[src/rtl/adder_ref.sv]
// Golden model for the adder under test: {cout,sum} = a + b + cin at n+1 bits.
module adder_ref #(
    parameter int unsigned n = 4
) (
    input  logic [n-1:0] a,
    input  logic [n-1:0] b,
    input  logic         cin,
    output logic [n:0]   exp
);

    localparam int unsigned W = n + 1;

    // Zero-extend each operand so the carry lands in the top bit.
    assign exp = W'(a) + W'(b) + W'(cin);

endmodule

[config.mk]
export PLATFORM = sky130hd
export DESIGN_NAME = adder_ref
export DESIGN_NICKNAME = d
export VERILOG_FILES = /design/src/rtl/adder_ref.sv
export SDC_FILE = /design/constraint.sdc
export NUM_CORES = 1
export LEC_CHECK = 0
export CORE_AREA = 5 5 42 44
export DETAILED_ROUTE_END_ITERATION = 16
export DIE_AREA = 0 0 47 49
export PLACE_DENSITY_LB_ADDON = 0.3
export SLEW_MARGIN = 10
export SYNTH_ARGS = -nofsm -noshare
export SYNTH_HDL_FRONTEND = slang
export SYNTH_SLANG_ARGS = --single-unit
[constraint.sdc]
create_clock -name vclk -period 3.47
set_input_delay 0.694 -clock vclk [all_inputs]
set_output_delay 0.694 -clock vclk [all_outputs]
set_load 0.02 [all_outputs]
* Yosys cells after proc, flatten, opt, wreduce, memory -nomap -nowiden
Cells that the tools add are included.
** Storage, ports and cells
- Register bits after elaboration :: 0
- Bits of input ports :: 9
- Output and inout bits :: 5
- Word-level logic and storage cells :: 2
** Operators by class
- $add $sub $neg :: 2
** Operators with widths (number)
- $add 4x4->5 :: 1
- $add 5x1->5 :: 1

* Logic depth before layout (Yosys ltp)
- Depth after elaboration :: 2
- Depth in mapped cells :: 6
- Depth with buffers taken out :: 6

* Least setup slack after synthesis
Ideal clock, no wire load.
- Path kind :: in2out
- From :: in a[0]
- To :: out exp[1]
- Data arrival time :: 1.734 ns
- Path slack :: 1.042 ns
- Stages on the path :: 4
- Path through :: fa_1 -> inv_1 -> fa_1 -> inv_1
** Between the ends
- Cells in the longest elaborated chain, start to end :: 2
** Ends and longest elaborated chain
- from (decl) :: line 5 : input logic [n-1:0] a,
- $add 4x4->5 :: line 14 : assign exp = W'(a) + W'(b) + W'(cin);
- $add 5x1->5 :: line 14
- to (decl) :: line 8 : output logic [n:0] exp
No other way between the ends.

* Worst setup path in the final report
- From :: in a[0]
- To :: out exp[2]
The elaborated chain is that of the path after synthesis.

==> flow_summary.json <==
{
  "core_mm2": 0.00140,
  "cp_max_fo": 2,
  "synthToLayoutAreaGrowth_pct": 117,
  "period_share": 0.954,
  "clkbuf_count": 0,
  "power_density_mw_per_mm2": 203,
  "fin_nets": 46,
  "timing.fmax_mhz": 302,
  "irDropWorstVdd_uv": 74.3,
  "die_h_um": 49,
  "track_usage": 0.0358,
  "synth_area_leaders": "fa_1 28%, ha_1 26%, xnor2_1 12%, inv_1 10%, a21oi_2 6.1%",
  "initialDrtViolationCount": 0,
  "ys_types": 9,
  "wl_met2_um": 86,
  "cp-end-kind": "output pin",
  "synth_top_area_frac": 0.278,
  "syn_area_um2": 144,
  "initial_core_util": 0.103,
  "yosys-top-cells-count": "4 x inv_1, 3 x ha_1, 2 x fa_1, 2 x xnor2_1",
  "dr_wl_met3_um": 82,
  "post-place-ws_ns": 0.0176,
  "hold_class": "primary input to output pin",
  "dr.pass1.iters": 1,
  "diodes": 0,
  "io_buffers": 14,
  "regArea_um2": 0,
  "cts_hold_buf": 0,
  "drive_above_1_share": 0.0333,
  "vias": 148,
  "rsz0062_at_grt": "false",
  "yosys.area.top_type": "fa_1",
  "drc": 0,
  "ioPinCount": 14,
  "period_needed_ns": 3.31,
  "grt_pass1_vias": 152,
  "grt_max_degree": 4,
  "grt.overflow.total": 0,
  "postRouteAntennaNets": 0,
  "wl_per_cell_um": 8.83,
  "maxSlewHeadroom": 0.841,
  "crit_type": "primary input to output pin",
  "crit_required_ns": 2.78,
  "postLayoutCoreUtil": 0.222,
  "syn_inst": 16,
  "std_cell_rows": 14,
  "status": "complete, no violations",
  "via_per_inst": 3.22,
  "syn-mean-instance-area_um2": 8.99,
  "max_cap_violations": 0,
  "tns_ns": 0,
  "antenna_found_initial": 0,
  "synth_most_common_cell": "inv_1",
  "highest_layer": "met3",
  "drt_wl_total_um": 406,
  "hold_ws_ns": 2.27,
  "setup_viol": 0,
  "ys.warnings.count": 0,
  "worst_slew_pin_slew_ns": 0.238,
  "finalHoldViolCount": 0,
  "syn_nets": 30,
  "power.leakage_nw": 0.164,
  "startpoint_type": "primary input",
  "drv_slew": 0,
  "cp.arrival_ns": 2.62,
  "wirelength_met1_um": 237,
  "die-area_mm2": 0.00230,
  "grt_pass1_wl_um": 655,
  "die_w_um": 47,
  "nFlopsAndLatches": 0,
  "place.gp.congestion": 0.584,
  "synth-seq-area-share": 0,
  "setup_slack_ns": 0.160
}
[cell type report]
class | instances | area (um^2)
fillers | 162 | 1090
inverters | 4 | 15.0
multi-input cells | 12 | 129
repair buffers | 14 | 148
well taps | 16 | 20.0
[layer usage]
layer,vias up,global-route usage
met1,56,0.0675
met5,-,0
met2,14,0.0430
met4,0,0
li1,78,-
met3,0,0.00369
[report_power, final]
part / internal [mW] / switching (mW)
clock: 0 / 0
sequential: 0 / 0
combinational: 0.0346 / 0.0287
[cell usage in the layout (no fill, tap or decap)]
cell type         n
a21o_1            1
a21oi_2           1
clkdlybuf4s50_1  11
dlymetal6s2s_1    3
fa_1              2
ha_1              3
inv_1             4
nand2b_1          1
nor2b_1           1
o21ai_0           1
xnor2_1           2
[through the flow]
step                instance area [um^2]  cells  power [mW]
floorplan                            144     16      0.0327
global placement                     304     46      0.0656
detailed placement                   304     46      0.0657
CTS                                  304     46      0.0661
global route                         312     46      0.0703
finish                               312     46      0.0633
[worst max-delay path, stage by stage]
cell and delay (ns):
clkdlybuf4s50_1 0.49, fa_1 0.21, inv_1 0.06, fa_1 0.39, xnor2_1 0.16, clkdlybuf4s50_1 0.62
[path summary, 6_finish.rpt]
kind	startpoint	endpoint	slack (ns)	cells past startpoint
hold / removal	a[3]	exp[3]	2.27	4
setup / recovery	a[0]	exp[2]	0.16	6
[cell families (layout without fill, tap and decap cells)]
| logic type | count (synthesis) | after routing | synth area share |
|---|---|---|---|
| fa+ha+maj | 5 | 5 | 0.539 |
| buf+inv | 4 | 18 | 0.104 |
| compound gates | 3 | 3 | 0.148 |
| simple gates | 2 | 2 | 0.0870 |
| xor+xnor | 2 | 2 | 0.122 |
[timing repair]
item | in CTS | in global routing
endpoints found under the hold margin | 0 | 0
setup buffers | 0 | 0
gates resized for setup | 0 | 3
endpoints found under the setup margin | 0 | 3
No activity file was read; power rests on OpenSTA's default activity.
